### src/rtl/ringbuffer_ctrl.sv
`timescale 1ns/1ps
// ringbuffer_ctrl: sequences the LPC capture ring buffer.
// Producer side writes one record per in_valid bytewise into the capture RAM
// at the ringbuffer write slot and commits it (rb_write_done). Consumer side
// drains committed slots bytewise to the UART (out_valid/out_ready) and
// releases each slot (rb_read_done).
// Ports:
//   clock, reset            rising-edge clock, async active-low reset
//   in_valid, in_data       captured record (byte 0 = MSB byte)
//   rb_write_done/read_done commit / release pulses to the ringbuffer
//   rb_write_addr/read_addr ringbuffer slots, rb_empty/rb_full its flags
//   ram_we/waddr/wdata      capture RAM write port {slot, byte index}
//   ram_raddr/rdata         capture RAM read port, 1-cycle read latency
//   out_valid/data/ready    byte stream to the UART transmitter
//   overflow_count          saturating count of dropped records
//   busy                    either FSM not idle
module ringbuffer_ctrl #(
    parameter int  BITS  = 7,
    parameter int  BYTES = 4,
    localparam int IDX_W = $clog2(BYTES)
) (
    input  logic                   clock,
    input  logic                   reset,
    input  logic                   in_valid,
    input  logic [8*BYTES-1:0]     in_data,
    output logic                   rb_write_done,
    output logic                   rb_read_done,
    input  logic [BITS-1:0]        rb_write_addr,
    input  logic [BITS-1:0]        rb_read_addr,
    input  logic                   rb_empty,
    input  logic                   rb_full,
    output logic                   ram_we,
    output logic [BITS+IDX_W-1:0]  ram_waddr,
    output logic [7:0]             ram_wdata,
    output logic [BITS+IDX_W-1:0]  ram_raddr,
    input  logic [7:0]             ram_rdata,
    output logic                   out_valid,
    output logic [7:0]             out_data,
    input  logic                   out_ready,
    output logic [15:0]            overflow_count,
    output logic                   busy
);

    localparam logic [IDX_W-1:0] LAST_IDX = IDX_W'(BYTES - 1);

    typedef enum logic [1:0] {
        W_IDLE,
        W_WRITE,
        W_COMMIT,
        W_GUARD
    } wstate_t;

    typedef enum logic [2:0] {
        R_IDLE,
        R_ADDR,
        R_DATA,
        R_SEND,
        R_RELEASE,
        R_GUARD
    } rstate_t;

    wstate_t             wstate_q, wstate_d;
    logic [8*BYTES-1:0]  shadow_q, shadow_d;
    logic [BITS-1:0]     wslot_q, wslot_d;
    logic [IDX_W-1:0]    widx_q, widx_d;
    logic [15:0]         ovf_q, ovf_d;
    logic [8*BYTES-1:0]  wshift;
    logic                drop;

    rstate_t             rstate_q, rstate_d;
    logic [BITS-1:0]     rslot_q, rslot_d;
    logic [IDX_W-1:0]    ridx_q, ridx_d;
    logic                ovalid_q, ovalid_d;
    logic [7:0]          odata_q, odata_d;

    // ---------------- write side ----------------
    always_comb begin
        wstate_d      = wstate_q;
        shadow_d      = shadow_q;
        wslot_d       = wslot_q;
        widx_d        = widx_q;
        ovf_d         = ovf_q;
        ram_we        = 1'b0;
        ram_waddr     = '0;
        ram_wdata     = '0;
        rb_write_done = 1'b0;
        // Shift the current byte up to the MSB position (byte 0 is MSB).
        wshift        = shadow_q << {widx_q, 3'b000};
        drop          = in_valid && ((wstate_q != W_IDLE) || rb_full);

        unique case (wstate_q)
            W_IDLE: begin
                if (in_valid && !rb_full) begin
                    shadow_d = in_data;
                    wslot_d  = rb_write_addr;
                    widx_d   = '0;
                    wstate_d = W_WRITE;
                end
            end
            W_WRITE: begin
                ram_we    = 1'b1;
                ram_waddr = {wslot_q, widx_q};
                ram_wdata = wshift[8*BYTES-1 -: 8];
                widx_d    = widx_q + 1'b1;
                if (widx_q == LAST_IDX) begin
                    wstate_d = W_COMMIT;
                end
            end
            W_COMMIT: begin
                rb_write_done = 1'b1;
                wstate_d      = W_GUARD;
            end
            W_GUARD: begin
                // Let the ringbuffer pointers and flags settle.
                wstate_d = W_IDLE;
            end
        endcase

        if (drop && (ovf_q != 16'hFFFF)) begin
            ovf_d = ovf_q + 16'd1;
        end
    end

    // ---------------- read side ----------------
    always_comb begin
        rstate_d     = rstate_q;
        rslot_d      = rslot_q;
        ridx_d       = ridx_q;
        ovalid_d     = ovalid_q;
        odata_d      = odata_q;
        rb_read_done = 1'b0;

        unique case (rstate_q)
            R_IDLE: begin
                if (!rb_empty) begin
                    rslot_d  = rb_read_addr;
                    ridx_d   = '0;
                    rstate_d = R_ADDR;
                end
            end
            R_ADDR: begin
                rstate_d = R_DATA;
            end
            R_DATA: begin
                odata_d  = ram_rdata;
                ovalid_d = 1'b1;
                rstate_d = R_SEND;
            end
            R_SEND: begin
                if (out_ready) begin
                    ovalid_d = 1'b0;
                    if (ridx_q == LAST_IDX) begin
                        rstate_d = R_RELEASE;
                    end else begin
                        ridx_d   = ridx_q + 1'b1;
                        rstate_d = R_ADDR;
                    end
                end
            end
            R_RELEASE: begin
                rb_read_done = 1'b1;
                rstate_d     = R_GUARD;
            end
            R_GUARD: begin
                rstate_d = R_IDLE;
            end
            default: begin
                rstate_d = R_IDLE;
            end
        endcase
    end

    always_ff @(posedge clock or negedge reset) begin
        if (!reset) begin
            wstate_q <= W_IDLE;
            shadow_q <= '0;
            wslot_q  <= '0;
            widx_q   <= '0;
            ovf_q    <= '0;
            rstate_q <= R_IDLE;
            rslot_q  <= '0;
            ridx_q   <= '0;
            ovalid_q <= 1'b0;
            odata_q  <= '0;
        end else begin
            wstate_q <= wstate_d;
            shadow_q <= shadow_d;
            wslot_q  <= wslot_d;
            widx_q   <= widx_d;
            ovf_q    <= ovf_d;
            rstate_q <= rstate_d;
            rslot_q  <= rslot_d;
            ridx_q   <= ridx_d;
            ovalid_q <= ovalid_d;
            odata_q  <= odata_d;
        end
    end

    // Held through R_DATA too; the RAM samples it at the end of R_ADDR.
    assign ram_raddr      = {rslot_q, ridx_q};
    assign out_valid      = ovalid_q;
    assign out_data       = odata_q;
    assign overflow_count = ovf_q;
    assign busy           = (wstate_q != W_IDLE) || (rstate_q != R_IDLE);

endmodule

### config.mk
export PLATFORM = sky130hd
export DESIGN_NAME = ringbuffer_ctrl
export DESIGN_NICKNAME = d
export VERILOG_FILES = /design/src/rtl/ringbuffer_ctrl.sv
export SDC_FILE = /design/constraint.sdc
export NUM_CORES = 1
export LEC_CHECK = 0
export BUFFER_PORTS_ARGS = -buffer_cell sky130_fd_sc_hd__buf_2
export CORE_MARGIN = 3
export CORE_UTILIZATION = 51
export CTS_CLUSTER_DIAMETER = 120
export CTS_CLUSTER_SIZE = 12
export DETAILED_ROUTE_END_ITERATION = 10
export MAX_ROUTING_LAYER = met4
export PLACE_DENSITY_LB_ADDON = 0.08
export SETUP_SLACK_MARGIN = 0.1
export SYNTH_ARGS = -nofsm -noshare
export SYNTH_HDL_FRONTEND = slang
export SYNTH_SLANG_ARGS = --single-unit
export TNS_END_PERCENT = 30
### constraint.sdc
create_clock -name clock -period 1.8 [get_ports clock]
set_input_delay 0.09 -clock clock [delete_from_list [all_inputs] [get_ports clock]]
set_output_delay 0.09 -clock clock [all_outputs]
set_load 0.02 [all_outputs]
# [After elaboration in Yosys (flattened, before gate mapping)]
# Cells that the tools add are included.
[word_totals] reg_bits=80 elab_cells=70
[op_classes] addsub=3 eq_ne=15 shifts=1 mux=20 bitwise_logic=1 reduce_logical=20
[ops] operator="$shl 32x5->32" count=1
[ops] operator="$add 16x1->16 const B" count=1
[ops] operator="$ne 16x16->1 const B" count=1
[ops] operator="$pmux 3 s5" count=1
[ops] operator="$mux 2" count=6
[ops] operator="$reduce_and 2->1" count=6
[ops] operator="$ne 2x2->1 const B" count=5
[ops] operator="$mux 3" count=3
[ops] operator="$mux 9" count=1
[ops] operator="$eq 2x2->1 const B" count=4
[ops] operator="$mux 8" count=1
[ops] operator="$pmux 2 s2" count=2
[ops] operator="$pmux 2 s4" count=1
[ops] operator="$reduce_bool 2->1" count=4
[ops] operator="$eq 3x2->1 const B" count=2
[ops] operator="$add 2x1->2 const B" count=2
[ops] operator="$mux 1" count=4
[ops] operator="$reduce_and 4->1" count=1
[ops] operator="$eq 3x1->1 const B" count=1
[ops] operator="$eq 3x3->1 const B" count=1
[ops] operator="$logic_and 1x1->1" count=3
[ops] operator="$logic_not 3->1" count=1
[ops] operator="$reduce_bool 3->1" count=1
[ops] operator="$eq 2x1->1 const B" count=1
[ops] operator="other kinds (5)" count=6

# [Depth between registers and ports, before layout]
[logic_depth] ltp_word=4 ltp_mapped=6 depth_no_buf=6

# [Worst setup path after synthesis]
# OpenSTA, ideal clock, no wires.
[synth_path] path_kind="register to register" start="register ovf_q[0] (netlist: overflow_count[0])" end="register ovf_q[11] (netlist: overflow_count[11])" setup_ps=134 t_arrival_ps=1617 required_time_ps=1666 slack_ps=49 path_stages_with_launch=6 path_buffers=0 path_cell_list="dfrtp_1 ha_1 nand4_1 nor4_4 and4bb_1 xor2_1"
[synth_via] elab_chain_cells=2
[synth_rtl] item="from (decl)" line_no="66" text="logic [15:0] ovf_q, ovf_d;"
[synth_rtl] item="from (signal assigned)" line_no="190" text="ovf_q <= ovf_d;"
[synth_rtl] item="parallel branches: the longest is 2 deep, another holds $add 16x1->16"
# Several ways; the timed one is not identified.
# A chain may end at the register's enable or synchronous reset.

# [Final worst setup path]
[layout_path] start="register widx_q[0]" end="output port ram_wdata[5]"
[layout_via] elab_chain_cells=2
[layout_rtl] item="from (decl)" line_no="65" text="logic [IDX_W-1:0] widx_q, widx_d;"
[layout_rtl] item="from (signal assigned)" line_no="189" text="widx_q <= widx_d;"
[layout_rtl] item="$shl 32x5->32" line_no="88" text="wshift = shadow_q << {widx_q, 3'b000};"
[layout_rtl] item="$mux 8" line_no="91" text="unique case (wstate_q)"
[layout_rtl] item="to (decl)" line_no="34" text="output logic [7:0] ram_wdata,"
# Every way passes these cells.

==> impl_metrics.ini <==
[global_routing]
grt_pass1_vias = 3197
grt_max_degree = 42
grt_usage_pct = 23.32
grt_first_pass_wirelength_um = 15270
antenna_found_initial = 0
grt_overflow_total = 0

[final_layout]
layout-drive-gt1-share_pct = 50.85
nets = 530
antennaDiodeCount = 0
fin_cells = 564
fin_area_mm2 = 0.005477
syn_to_final_growth_pct = 45.80

[synthesis]
synth_edf_count = 0
avgSynthCellArea_um2 = 13.46
yosysSeqAreaShare_pct = 53.30
post-synth-top-count-cell = dfrtp_1
ys_ff_latch = 80
syn_inst = 279
syn-num-nets = 346
ys.flop_type = dfrtp_1
yosysWarnings = 0
synth_area_leaders = dfrtp_1 (53%), mux2_2 (16%), mux4_2 (4.8%)
yosysTopAreaCell = dfrtp_1
synth_common_cells = dfrtp_1 (80), mux2_2 (54), and2_1 (18)
syn_area_mm2 = 0.003756
ys_types = 45
yosysTopAreaCellShare_pct = 53.30
postSynth.asyncResetShare_pct = 100.0

[place]
dp_hpwl_um = 5708
io_buffers = 114
placed_area_mm2 = 0.004522
dp.cells = 490
gp_congestion = 0.8409
place_ws_ns = 0.09944

[timing]
slew_violations = 0
fin_ws_ns = 0.04141
whs_ns = 0.08979
worst_pin_slew_ns = 0.5381
setup_viol = 0
rsz0062_at_grt = true
finalCritPeriodShare_pct = 97.70
relSlewSlack_pct = 63.86
fmax_mhz = 568.6
clock_skew_ns = 0.01546
fin_crit_ns = 1.759
finalHoldViolations = 0

[setup_path]
critPathLaunchType = flop
cp.arrival_ns = 1.67
worst_setup_path_end_kind = output pin
worstSetupPathType = flop to output pin
cp.required_ns = 1.71
path_max_fanout = 5

[clock_network]
numCtsBuffers = 9
cts_htree_levels = 3
clk_pin_slew_ns = 0.09
numClockSinks = 80
tritoncts = built
cts-root-buf = clkbuf_8
cts_buffer_depth = 2
clock_latency_ns = 0.34

[die]
io-pin-count = 115
die-width_um = 91.82
core_mm2 = 0.006982
start_util_pct = 53.80
die_h_um = 91.82
num_rows = 30
die_area_mm2 = 0.008431

[power]
peakVddDrop_mv = 0.9827
powerDensity_mw_per_mm2 = 1513
p_leak_nw = 2.697

[drt]
via_count = 2956
routed_via_density = 5.241
drtPass1Iterations = 4
avgRoutedWirePerCell_um = 16.27
drc_errors = 0
drtIter0Drc = 85
drtAntennaViolNets = 0
drt-total-wl_um = 9179

[min_path]
hold_class = input port to flop

[flow_run]
max_cap_violations = 0

[status]
status = complete, no violations
==> critical path, cell delays in order, from the launching register on <==
cell and delay (ns):
dfrtp_1 0.39, buf_6 0.15, mux4_2 0.50, and2_4 0.16, buf_6 0.12
==> cell families after synthesis <==
family | share of synthesized area [%]
buf+inv | 1.865
fa+ha+maj | 2.332
compound gates | 3.664
flops | 53.30
simple gates | 13.66
mux | 21.92
xor+xnor | 3.265
==> flip-flops by register name, summed over array words and instances, names as in the netlist <==
register,flops
ridx_q,2
shadow_q,32
wstate_q,2
rslot_q,7
wslot_q,7
out_valid,1
widx_q,2
rstate_q,3
out_data,8
overflow_count,16
==> what timing repair did <==
action                                  4_1_cts  5_1_grt
pin swaps                                     5        3
endpoints found under the setup margin        9       65
endpoints found under the hold margin        93        1
gates resized for setup                      23       37
hold buffers                                 54        1
cloned                                        0        0
setup buffers                                 2        1
==> layer usage <==
metal / vias to the layer above / share of wire, % / GRT usage, %
met2: 86 / 51 / 40.29
met3: 17 / 4.2 / 3.527
li1: 1364 / - / -
met4: 0 / 1.7 / 7.921
met5: - / 0 / -
met1: 1489 / 43 / 28.08
==> cell usage in the layout (no fill, tap or decap), drive strengths merged, types with 4 or more instances in the layout <==
master	count
inv	6
nand3	5
and2	18
nand2b	4
nor3	5
nor2b	4
dlygate4sd3	55
nand2	15
mux4	8
xor2	14
nand4	4
clkbuf	10
buf	130
mux2	55
nor2	8
o21ai	4
dfrtp	80
ha	7
==> metrics by stage <==
stage | setup TNS (ns) | total power, mW | util [%]
after CTS | 0 | 7.987 | 76.31
final | 0 | 8.286 | 78.44
after detailed placement | 0 | 6.474 | 64.77
after floorplan | 0 | 5.406 | -
after global routing | -0.02363 | 8.796 | 78.44
after global placement | 0 | 6.323 | 64.77
==> power breakdown <==
part	total, mW	leakage (nW)	switching, mW	internal (mW)
Clock	1.21	0.0887	0.669	0.541
Combinational	3.84	1.64	1.75	2.09
Sequential	3.23	0.968	0.624	2.61
Total	8.29	2.70	3.05	5.24
==> final cells by class <==
class | instances | area, µm²
clock buffer | 10 | 137.6
clock inverter | 6 | 42.54
fill | 446 | 1505
inverter | 5 | 18.77
multi-input combinational | 182 | 1823
sequential | 80 | 2008
tap | 96 | 120.1
timing repair buffer | 185 | 1326
==> worst paths after layout <==
check                                   startpoint                       to  slack, ns  cells past startpoint
min reg2reg                  out_valid$_DFFE_PN0P_    out_valid$_DFFE_PN0P_       0.50                      1
max in group asynchronous                    reset    widx_q[1]$_DFFE_PN0P_       0.94                      3
max                          widx_q[0]$_DFFE_PN0P_             ram_wdata[5]       0.04                      4
min in group asynchronous                    reset   rslot_q[4]$_DFFE_PN0P_       0.26                      2
max reg2reg                wstate_q[1]$_DFFE_PN0P_  shadow_q[0]$_DFFE_PN0P_       0.17                      6
min                                      out_ready  rstate_q[2]$_DFFE_PN0P_       0.09                      2
No activity file was read; power rests on OpenSTA's default activity.
